==> config.mk <==
export PLATFORM = sky130hd
export DESIGN_NAME = microwave_cook_controller_flat
export DESIGN_NICKNAME = d
export VERILOG_FILES = /design/src/rtl/microwave_cook_controller_if.sv /design/src/rtl/microwave_cook_controller.sv /design/src/flat_wrapper.sv
export SDC_FILE = /design/constraint.sdc
export NUM_CORES = 1
export LEC_CHECK = 0
export BUFFER_PORTS_ARGS = -buffer_cell sky130_fd_sc_hd__buf_2
export CAP_MARGIN = 20
export CORE_ASPECT_RATIO = 1.4
export CORE_MARGIN = 1.5
export CORE_UTILIZATION = 30
export CTS_CLUSTER_DIAMETER = 200
export DETAILED_ROUTE_END_ITERATION = 8
export GPL_TIMING_DRIVEN = 0
export PLACE_DENSITY_LB_ADDON = 0.05
export SKIP_CTS_REPAIR_TIMING = 1
export SLEW_MARGIN = 25
export SYNTH_ARGS = -nofsm -noshare
export SYNTH_HDL_FRONTEND = slang
export SYNTH_SLANG_ARGS = --single-unit
==> constraint.sdc <==
create_clock -name clk -period 3.3 [get_ports clk]
set_input_delay 0.33 -clock clk [delete_from_list [all_inputs] [get_ports clk]]
set_output_delay 0.33 -clock clk [all_outputs]
set_load 0.03 [all_outputs]
==> src/rtl/microwave_cook_controller_if.sv <==
// Signal bundle between the keypad/timer input stage, the cook controller,
// and the display/magnetron drivers. Clock and reset stay outside the bundle.
// The master side drives the keypad, timer, and button inputs. The slave
// side is the controller.
interface microwave_cook_controller_if;
  logic [3:0] digit;
  logic       key_valid;
  logic       tick_1hz;
  logic       startn;
  logic       stopn;
  logic       door_closed;
  logic       keypad_enablen;
  logic [3:0] min_ones;
  logic [3:0] sec_tens;
  logic [3:0] sec_ones;
  logic       mag_on;
  logic       done;
  logic [1:0] state;

  modport master (
    output digit, key_valid, tick_1hz, startn, stopn, door_closed,
    input  keypad_enablen, min_ones, sec_tens, sec_ones, mag_on, done, state
  );

  modport slave (
    input  digit, key_valid, tick_1hz, startn, stopn, door_closed,
    output keypad_enablen, min_ones, sec_tens, sec_ones, mag_on, done, state
  );
endinterface

==> src/rtl/microwave_cook_controller.sv <==
// Microwave cook sequencing controller.
// - Builds an M:SS cook time from keypad digits.
// - Counts the time down in BCD on 1 Hz tick edges while the magnetron is on.
// - Handles door interlock, start, and stop/pause.
// - Drives a completion beep lasting BEEP_CYCLES clocks.
// Optional feature: define COOK_CTRL_ADD30_EN to enable start-adds-30-seconds.
// With the feature, a start at 0:00 loads 0:30, and a start while cooking adds 30 s,
// saturating at 9:59.
module microwave_cook_controller #(
  parameter int unsigned BEEP_CYCLES = 300
) (
  input  logic                        clk,
  input  logic                        resetn,
  microwave_cook_controller_if.slave  bus
);

  typedef enum logic [1:0] {
    IDLE  = 2'd0,
    COOK  = 2'd1,
    PAUSE = 2'd2,
    DONE  = 2'd3
  } state_e;

  localparam int unsigned CNT_W = (BEEP_CYCLES > 1) ? $clog2(BEEP_CYCLES) : 1;

  state_e           state_q, state_d;
  logic [3:0]       min_q, min_d, tens_q, tens_d, ones_q, ones_d;
  logic [CNT_W-1:0] beep_q, beep_d;
  logic             key_q, tick_q, startn_q, stopn_q;
  logic             mag_q, done_q;

  logic key_edge, tick_edge, start_edge, stop_edge, time_zero;
  logic [3:0] dec_min, dec_tens, dec_ones;

  assign key_edge   = bus.key_valid & ~key_q;
  assign tick_edge  = bus.tick_1hz & ~tick_q;
  assign start_edge = ~bus.startn & startn_q;
  assign stop_edge  = ~bus.stopn & stopn_q;
  assign time_zero  = (min_q == 4'd0) && (tens_q == 4'd0) && (ones_q == 4'd0);

  // One-second BCD decrement; tens wraps 0->5 so that M:SS borrows a minute.
  always_comb begin
    // NOTE: every comb output gets a default first so no path can infer a latch.
    dec_min  = min_q;
    dec_tens = tens_q;
    dec_ones = ones_q - 4'd1;
    if (ones_q == 4'd0) begin
      dec_ones = 4'd9;
      if (tens_q == 4'd0) begin
        dec_tens = 4'd5;
        dec_min  = min_q - 4'd1;
      end else begin
        dec_tens = tens_q - 4'd1;
      end
    end
  end

`ifdef COOK_CTRL_ADD30_EN
  logic [4:0] add_t, add_m;
  logic [3:0] add_min, add_tens, add_ones;

  // Add 30 s. Entered tens up to 9 may need two minute carries. Clamp at 9:59.
  always_comb begin
    add_t = {1'b0, tens_q} + 5'd3;
    add_m = {1'b0, min_q};
    if (add_t >= 5'd6) begin
      add_t = add_t - 5'd6;
      add_m = add_m + 5'd1;
    end
    if (add_t >= 5'd6) begin
      add_t = add_t - 5'd6;
      add_m = add_m + 5'd1;
    end
    if (add_m > 5'd9) begin
      add_min  = 4'd9;
      add_tens = 4'd5;
      add_ones = 4'd9;
    end else begin
      add_min  = add_m[3:0];
      add_tens = add_t[3:0];
      add_ones = ones_q;
    end
  end
`endif

  // Next-state and next-digit logic; priority is stop > door > start > tick > key.
  always_comb begin
    state_d = state_q;
    min_d   = min_q;
    tens_d  = tens_q;
    ones_d  = ones_q;
    beep_d  = '0;
    case (state_q)
      IDLE: begin
        if (stop_edge) begin
          min_d  = 4'd0;
          tens_d = 4'd0;
          ones_d = 4'd0;
        end else if (start_edge && bus.door_closed && !time_zero) begin
          state_d = COOK;
`ifdef COOK_CTRL_ADD30_EN
        end else if (start_edge && bus.door_closed) begin
          state_d = COOK;
          tens_d  = 4'd3;
`endif
        end else if (key_edge && (bus.digit <= 4'd9)) begin
          min_d  = tens_q;
          tens_d = ones_q;
          ones_d = bus.digit;
        end
      end
      COOK: begin
        if (stop_edge || !bus.door_closed) begin
          state_d = PAUSE;
`ifdef COOK_CTRL_ADD30_EN
        end else if (start_edge) begin
          min_d  = add_min;
          tens_d = add_tens;
          ones_d = add_ones;
`endif
        end else if (tick_edge) begin
          min_d  = dec_min;
          tens_d = dec_tens;
          ones_d = dec_ones;
          if ((dec_min == 4'd0) && (dec_tens == 4'd0) && (dec_ones == 4'd0)) begin
            state_d = DONE;
          end
        end
      end
      PAUSE: begin
        if (stop_edge) begin
          state_d = IDLE;
          min_d   = 4'd0;
          tens_d  = 4'd0;
          ones_d  = 4'd0;
        end else if (start_edge && bus.door_closed) begin
          state_d = COOK;
        end
      end
      default: begin
        // DONE: the digits already read 0:00, so an abort needs no clear.
        if (stop_edge || key_edge) begin
          state_d = IDLE;
        end else if (beep_q == CNT_W'(BEEP_CYCLES - 1)) begin
          state_d = IDLE;
        end else begin
          beep_d = beep_q + CNT_W'(1);
        end
      end
    endcase
  end

  // State, digits, edge-detect copies, and registered output decodes.
  always_ff @(posedge clk or negedge resetn) begin
    if (!resetn) begin
      state_q  <= IDLE;
      min_q    <= 4'd0;
      tens_q   <= 4'd0;
      ones_q   <= 4'd0;
      beep_q   <= '0;
      key_q    <= 1'b0;
      tick_q   <= 1'b0;
      startn_q <= 1'b1;
      stopn_q  <= 1'b1;
      mag_q    <= 1'b0;
      done_q   <= 1'b0;
    end else begin
      // NOTE: non-blocking assignments so every register samples pre-edge values.
      state_q  <= state_d;
      min_q    <= min_d;
      tens_q   <= tens_d;
      ones_q   <= ones_d;
      beep_q   <= beep_d;
      key_q    <= bus.key_valid;
      tick_q   <= bus.tick_1hz;
      startn_q <= bus.startn;
      stopn_q  <= bus.stopn;
      mag_q    <= (state_d == COOK);
      done_q   <= (state_d == DONE);
    end
  end

  assign bus.state          = state_q;
  assign bus.min_ones       = min_q;
  assign bus.sec_tens       = tens_q;
  assign bus.sec_ones       = ones_q;
  assign bus.mag_on         = mag_q;
  assign bus.done           = done_q;
  assign bus.keypad_enablen = (state_q == IDLE) || (state_q == COOK);

endmodule

==> src/flat_wrapper.sv <==
// flat-port wrapper written by rule: the top's interface ports become plain ports
module microwave_cook_controller_flat 
#(
  parameter int unsigned BEEP_CYCLES = 300
)
  (clk, resetn, bus_digit, bus_key_valid, bus_tick_1hz, bus_startn, bus_stopn, bus_door_closed, bus_keypad_enablen, bus_min_ones, bus_sec_tens, bus_sec_ones, bus_mag_on, bus_done, bus_state);
  microwave_cook_controller_if bus_i ();
  input  logic clk;
  input  logic resetn;
  input wire logic [$bits(bus_i.digit)-1:0] bus_digit;
  input wire logic [$bits(bus_i.key_valid)-1:0] bus_key_valid;
  input wire logic [$bits(bus_i.tick_1hz)-1:0] bus_tick_1hz;
  input wire logic [$bits(bus_i.startn)-1:0] bus_startn;
  input wire logic [$bits(bus_i.stopn)-1:0] bus_stopn;
  input wire logic [$bits(bus_i.door_closed)-1:0] bus_door_closed;
  output wire logic [$bits(bus_i.keypad_enablen)-1:0] bus_keypad_enablen;
  output wire logic [$bits(bus_i.min_ones)-1:0] bus_min_ones;
  output wire logic [$bits(bus_i.sec_tens)-1:0] bus_sec_tens;
  output wire logic [$bits(bus_i.sec_ones)-1:0] bus_sec_ones;
  output wire logic [$bits(bus_i.mag_on)-1:0] bus_mag_on;
  output wire logic [$bits(bus_i.done)-1:0] bus_done;
  output wire logic [$bits(bus_i.state)-1:0] bus_state;
  assign bus_i.digit = bus_digit;
  assign bus_i.key_valid = bus_key_valid;
  assign bus_i.tick_1hz = bus_tick_1hz;
  assign bus_i.startn = bus_startn;
  assign bus_i.stopn = bus_stopn;
  assign bus_i.door_closed = bus_door_closed;
  assign bus_keypad_enablen = bus_i.keypad_enablen;
  assign bus_min_ones = bus_i.min_ones;
  assign bus_sec_tens = bus_i.sec_tens;
  assign bus_sec_ones = bus_i.sec_ones;
  assign bus_mag_on = bus_i.mag_on;
  assign bus_done = bus_i.done;
  assign bus_state = bus_i.state;
  microwave_cook_controller #(.BEEP_CYCLES(BEEP_CYCLES)) u_core (.clk(clk), .resetn(resetn), .bus(bus_i));
endmodule
=== Word-level counts from Yosys, hierarchy flattened ===
Index checks and enable logic that the tools add are counted.

* Input bits: 11
* Output and inout port bits: 17
* Word-level logic and storage cells: 93
* Register bits: 29

* Multiplexer cells: 37
* Add/sub/neg operators: 4
* $lt $le $gt $ge: 1
* Reduce and logical (&&, ||, !) cells: 22
* Equal/unequal tests: 10
* Bitwise logic cells: 8

{| class="wikitable"
|+ Operator list
! cell !! count
|-
| two-way mux 4 bit || 21
|-
| one-hot mux 4 bit (3 select lines) || 3
|-
| two-way mux 9 bit || 3
|-
| logical NOT 4 bit || 6
|-
| two-way mux 2 bit || 9
|-
| subtractor 4 x 1 -> 4 bit, second input constant || 3
|-
| adder 9 x 1 -> 9 bit, second input constant || 1
|-
| equality test 9 bit, second input constant || 1
|-
| logical AND 1 bit || 7
|-
| one-hot mux 2 bit (3 select lines) || 1
|-
| AND reduction 6 bit || 1
|-
| AND 1 bit || 4
|-
| equality test 2 x 1 -> 1 bit, second input constant || 2
|-
| equality test 2 bit, second input constant || 2
|-
| less-or-equal comparator 4 bit, second input constant || 1
|-
| inequality test 2 x 1 -> 1 bit, second input constant || 2
|-
| inverter 1 bit || 4
|-
| logical OR 1 bit || 3
|-
| inequality test 3 x 1 -> 1 bit, second input constant || 1
|-
| inequality test 3 x 2 -> 1 bit, second input constant || 1
|-
| nonzero test 3 bit || 1
|-
| OR reduction 3 bit || 1
|-
| logical NOT 1 bit || 2
|-
| logical NOT 2 bit || 1
|-
| inequality test 2 bit, second input constant || 1
|}

=== Depth between registers and ports, before layout ===
* Depth after elaboration: 11
* Gate-level depth with buffers: 9
* Depth with buffers taken out: 9

=== Worst setup path after synthesis ===
Ideal clock, no wire load.

* Kind: register to register
* Start point: register u_core.tens_q[1], in the netlist u_core.bus.sec_tens[1]
* End point: register u_core.done_q, in the netlist u_core.bus.done
* Clock period less this slack: 2.093 ns
* Slack: 1.207 ns
* Stages on the path, launching flop included: 8
* Data arrival time: 1.974 ns
* Library setup time: 0.119 ns
* Data required time: 3.181 ns
* Path buffers: 1
* Path through: dfrtp_1 -> nor4_1 -> and2_1 -> buf_6 -> mux2_4 -> o21ai_2 -> a41oi_2 -> and2_1

* Longest elaborated chain between the ends: 11
* Elaborated cells on any way between the ends: 21
* Those cells by class: add/sub: 1; eq/ne: 1; mux: 10; reduce/logical: 9

{| class="wikitable"
|+ Ends and longest elaborated chain
! element !! RTL line !! source
|-
| from (decl) || microwave_cook_controller.sv:27 || <nowiki>logic [3:0] min_q, min_d, tens_q, tens_d, ones_q, ones_d;</nowiki>
|-
| from (signal assigned) || microwave_cook_controller.sv:171 || <nowiki>tens_q <= tens_d;</nowiki>
|-
| subtractor 4 x 1 -> 4 bit or logical NOT 4 bit (tied branches) || microwave_cook_controller.sv:53, microwave_cook_controller.sv:39, microwave_cook_controller.sv:49 ||
|-
| two-way mux 4 bit || microwave_cook_controller.sv:49 || <nowiki>if (tens_q == 4'd0) begin</nowiki>
|-
| two-way mux 4 bit || microwave_cook_controller.sv:47 || <nowiki>if (ones_q == 4'd0) begin</nowiki>
|-
| logical NOT 4 bit || microwave_cook_controller.sv:125 || <nowiki>if ((dec_min == 4'd0) && (dec_tens == 4'd0) && (dec_ones == 4'd0)) begin</nowiki>
|-
| logical AND 1 bit (2 in a row) || microwave_cook_controller.sv:125 ||
|-
| two-way mux 2 bit || microwave_cook_controller.sv:125 ||
|-
| two-way mux 2 bit || microwave_cook_controller.sv:121 || <nowiki>end else if (tick_edge) begin</nowiki>
|-
| two-way mux 2 bit || microwave_cook_controller.sv:113 || <nowiki>if (stop_edge || !bus.door_closed) begin</nowiki>
|-
| one-hot mux 2 bit (3 select lines) (*) || microwave_cook_controller.sv:93 || <nowiki>case (state_q)</nowiki>
|-
| via u_core.state_d[1] || microwave_cook_controller.sv:26 || <nowiki>state_e state_q, state_d;</nowiki>
|-
| equality test 2 bit (*) || microwave_cook_controller.sv:179 || <nowiki>done_q <= (state_d == DONE);</nowiki>
|-
| to (signal assigned) || microwave_cook_controller.sv:179 ||
|-
| to (decl) || microwave_cook_controller.sv:30 || <nowiki>logic mag_q, done_q;</nowiki>
|}

The timed path passes the listed nets; every way through them passes the cells marked *.
A chain may end at the register's enable or synchronous reset.

=== Worst setup path after layout ===
* Start point: register u_core.tens_q[1], in the netlist u_core.bus.sec_tens[1]
* End point: register u_core.tens_q[3], in the netlist u_core.bus.sec_tens[3]

* Longest elaborated chain between the ends: 7
* Elaborated cells on any way between the ends: 13
* Those cells by class: add/sub: 1; eq/ne: 1; mux: 5; reduce/logical: 6

{| class="wikitable"
|+ Ends and longest elaborated chain
! element
|-
| parallel branches: the longest is 7 deep, another holds subtractor 4 x 1 -> 4 bit
|}

Parallel ways; which one is timed is not known. The select of a mux whose other input is x is not followed.

==> impl_metrics.py <==
metrics = {
    "outcome": {
        "run_status": "complete, no violations",
    },
    "timing": {
        "worstMarginPinSlew_ns": 0.676,
        "achievable-frequency_ghz": 0.418,
        "finalWorstPathRequiredPeriod_ns": 2.39,
        "worst_slack_ns": 0.909,
        "max_slew_margin_pct": 55.0,
        "final-hold-violation-count": 0,
        "setup_tns_ns": 0,
        "maxSlewViolCount": 0,
        "setup_violations": 0,
        "rsz0062_at_grt": "false",
        "fin_crit_sh_pct": 72.5,
        "clock_tree_skew_after_final_layout_ns": 0.00426,
        "whs_ns": 0.0850,
    },
    "synthesis": {
        "yosysSeqAreaShare_pct": 43.2,
        "post_synth_inst_count": 183,
        "synth_seq_cells": 29,
        "synthDominantAreaCellType": "sky130_fd_sc_hd__dfrtp_1",
        "avgSynthCellArea_um2": 9.22,
        "netlist_area_mm2": 0.00169,
        "synth_edf_count": 0,
        "ys.flop_type": "sky130_fd_sc_hd__dfrtp_1",
        "net_count_after_synthesis": 201,
        "yosysUniqueCellTypes": 44,
        "synth.yosys.warnings": 0,
        "synth.area.top_cells": "sky130_fd_sc_hd__dfrtp_1 (40%), sky130_fd_sc_hd__nor2_1 (5.6%), sky130_fd_sc_hd__o21ai_0 (5.3%)",
        "synth_top_area_share_pct": 40.1,
        "async_flop_share_pct": 100,
    },
    "die": {
        "row_count": 32,
        "floorplan.core_area_mm2": 0.00549,
        "floorplan.die.height_um": 91.7,
        "initial_utilization_pct": 30.7,
        "floorplan.io_pins": 28,
        "die_w_um": 66.4,
        "full_die_area_mm2": 0.00609,
    },
    "finish": {
        "final_nets": 235,
        "final_util_pct": 36.6,
        "layout-drive-gt1-share_pct": 21.6,
        "area_delta_synth_final_pct": 19.1,
        "multiInputGateArea_um2": 891,
        "ff_latch_area_um2": 728,
        "antennaDiodeCount": 0,
        "finalNonFillerCells": 286,
        "fillers": 583,
    },
    "clock_network": {
        "source_to_sink_clock_delay_at_the_later_pin_of_the_worst_skew_pair_ns": 0.28,
        "cts-buffers-inserted": 5,
        "cts_tree": "done",
        "clock_slew_at_the_register_clock_pins_of_the_worst_setup_and_hold_paths_ns": 0.06,
        "h-tree-depth": 2,
        "clock_sink_count": 29,
        "cts_buffer_depth": 2,
        "clk_root_buffer_cell": "sky130_fd_sc_hd__clkbuf_8",
    },
    "global_route": {
        "antenna_found_initial": 0,
        "largest_net_degree_at_the_start_of_global_routing": 30,
        "grt_pass1_vias": 1548,
        "grt_pass1_wl_mm": 7.54,
        "global_route.usage.total_pct": 16.3,
        "grt.overflow.total": 0,
    },
    "pwr": {
        "switchingPower_uw": 908,
        "combinationalPowerShare_pct": 52.4,
        "power.share.clock_pct": 17.4,
        "power.ir.vdd_worst_uv": 401,
        "cell_internal_pwr_uw": 963,
        "leakagePower_nw": 0.910,
        "power_per_cell_area_mw_per_mm2": 932,
        "power.sequential.fraction_pct": 30.2,
        "netSwitchingFraction_pct": 48.5,
    },
    "placement": {
        "placed_cells": 278,
        "dp_worst_setup_slack_ns": 0.966,
        "port_buffers": 27,
        "routabilityCongestion": 0.776,
        "detailed_place_hpwl_mm": 3.34,
    },
    "critical_path": {
        "timing.setup.critical_path_class": "register to register",
        "setup.worst_path.start_class": "register",
        "timing.critical_path.fanout_max": 10,
        "worst_setup_path_end_kind": "register",
        "worstPathArrival_ns": 2.55,
        "critPathRequiredTime_ns": 3.46,
    },
    "route": {
        "detail_route.drc_violations": 0,
        "route.vias.total": 1499,
        "detailedRoute.firstPassIterationCount": 4,
        "antenna_left": 0,
        "wl_per_cell_um": 15.5,
        "detail_route.vias_per_cell": 5.24,
        "drt_wl_total_mm": 4.43,
        "initialDrtViolationCount": 46,
    },
    "job": {
        "cap_violations": 0,
    },
    "min_path": {
        "worstHoldPathType": "input port to async pin",
    },
}
routing by layer:
| metal | GRT usage (%) | share of wire, % | up-vias | wire length (um) |
|---|---|---|---|---|
| li1 | - | - | 727 | - |
| met1 | 18.7 | 40 | 739 | 1760 |
| met2 | 28.7 | 56 | 27 | 2460 |
| met3 | 3.31 | 2.9 | 6 | 128 |
| met4 | 6.12 | 1.8 | 0 | 78 |
| met5 | 0 | 0 | - | 0 |
worst paths after layout:
path                                                      endpoint  slack, ns  cells past startpoint                          startpoint
worst max-delay path            u_core.bus.sec_tens[3]$_DFFE_PN0P_       0.91                      7  u_core.bus.sec_tens[1]$_DFFE_PN0P_
worst min-delay path                    u_core.beep_q[3]$_DFF_PN0_       0.08                      1                              resetn
worst max register to register  u_core.bus.sec_tens[3]$_DFFE_PN0P_       0.91                      7  u_core.bus.sec_tens[1]$_DFFE_PN0P_
min in group clk                          u_core.stopn_q$_DFF_PN1_       0.15                      1                           bus_stopn
max in group asynchronous       u_core.bus.sec_ones[1]$_DFFE_PN0P_       2.78                      1                              resetn
worst min register to register          u_core.beep_q[0]$_DFF_PN0_       0.52                      1          u_core.beep_q[0]$_DFF_PN0_
cell type report:
class,count,area share (%)
multi-input combinational,139,44.4
sequential,29,36.3
timing repair buffer,27,6.73
clock buffer,7,4.80
tap,68,4.24
buffer,6,1.68
inverter,9,1.68
clock inverter,1,0.249
synthesized netlist by cell type (all sizes together), types with 4 or more instances:
master,n
o21ai,19
nand2,8
nor2,25
dfrtp,27
inv,9
nor4,4
ha,7
a21oi,13
nand3,7
and2,5
nand2b,4
xor2,6
nor3,5
layout by cell type (no fill, tap or decap), types with 4 or more instances in the layout:
cell                        n
sky130_fd_sc_hd__inv_1      9
sky130_fd_sc_hd__buf_2     29
sky130_fd_sc_hd__xor2_1     6
sky130_fd_sc_hd__nand2_1    8
sky130_fd_sc_hd__ha_1       7
sky130_fd_sc_hd__nand3_1    7
sky130_fd_sc_hd__and2_1     5
sky130_fd_sc_hd__nor3_1     5
sky130_fd_sc_hd__dfrtp_1   27
sky130_fd_sc_hd__o21ai_0   18
sky130_fd_sc_hd__clkbuf_8   7
sky130_fd_sc_hd__nor2_1    25
sky130_fd_sc_hd__nand2b_1   4
sky130_fd_sc_hd__a21oi_1   13
kinds of logic after synthesis:
family	share of synthesized area, %
AOI/OAI and AO/OA	20.2
xor gates and xnor gates	3.64
adders and majority gates	5.19
buffers and inverters	4.01
DFF	43.2
muxes	0.890
and+or+nand+nor	22.9
registers in the layout, summed over array words and instances (netlist names), 2 cells and up:
register             flops
u_core.beep_q            9
u_core.bus.min_ones      4
u_core.bus.sec_ones      4
u_core.bus.sec_tens      4
u_core.bus.state         2
worst max-delay path, stage by stage (launching register included):
cell and delay [ns]:
sky130_fd_sc_hd__dfrtp_1 0.45, sky130_fd_sc_hd__nor4_1 0.53, sky130_fd_sc_hd__nand4_1 0.25, sky130_fd_sc_hd__a31oi_1 0.21
sky130_fd_sc_hd__o21ai_0 0.24, sky130_fd_sc_hd__clkbuf_2 0.29, sky130_fd_sc_hd__o21ai_0 0.19, sky130_fd_sc_hd__o21ai_0 0.11
power groups by stage:
stage	Combinational (mW)	Sequential, mW	Clock (mW)
final	0.980	0.565	0.326
after global routing	1.07	0.589	0.354
after CTS	0.986	0.567	0.342
after detailed placement	0.978	0.575	0
after global placement	0.968	0.571	0
after floorplan	0.564	0.700	0
through the flow:
stage | power [mW] | area [um^2]
finish | 1.87 | 2010
global route | 2.01 | 2010
CTS | 1.89 | 2010
detailed placement | 1.55 | 1910
global placement | 1.54 | 1910
floorplan | 1.26 | 1690
No activity file was read; power rests on OpenSTA's default activity.
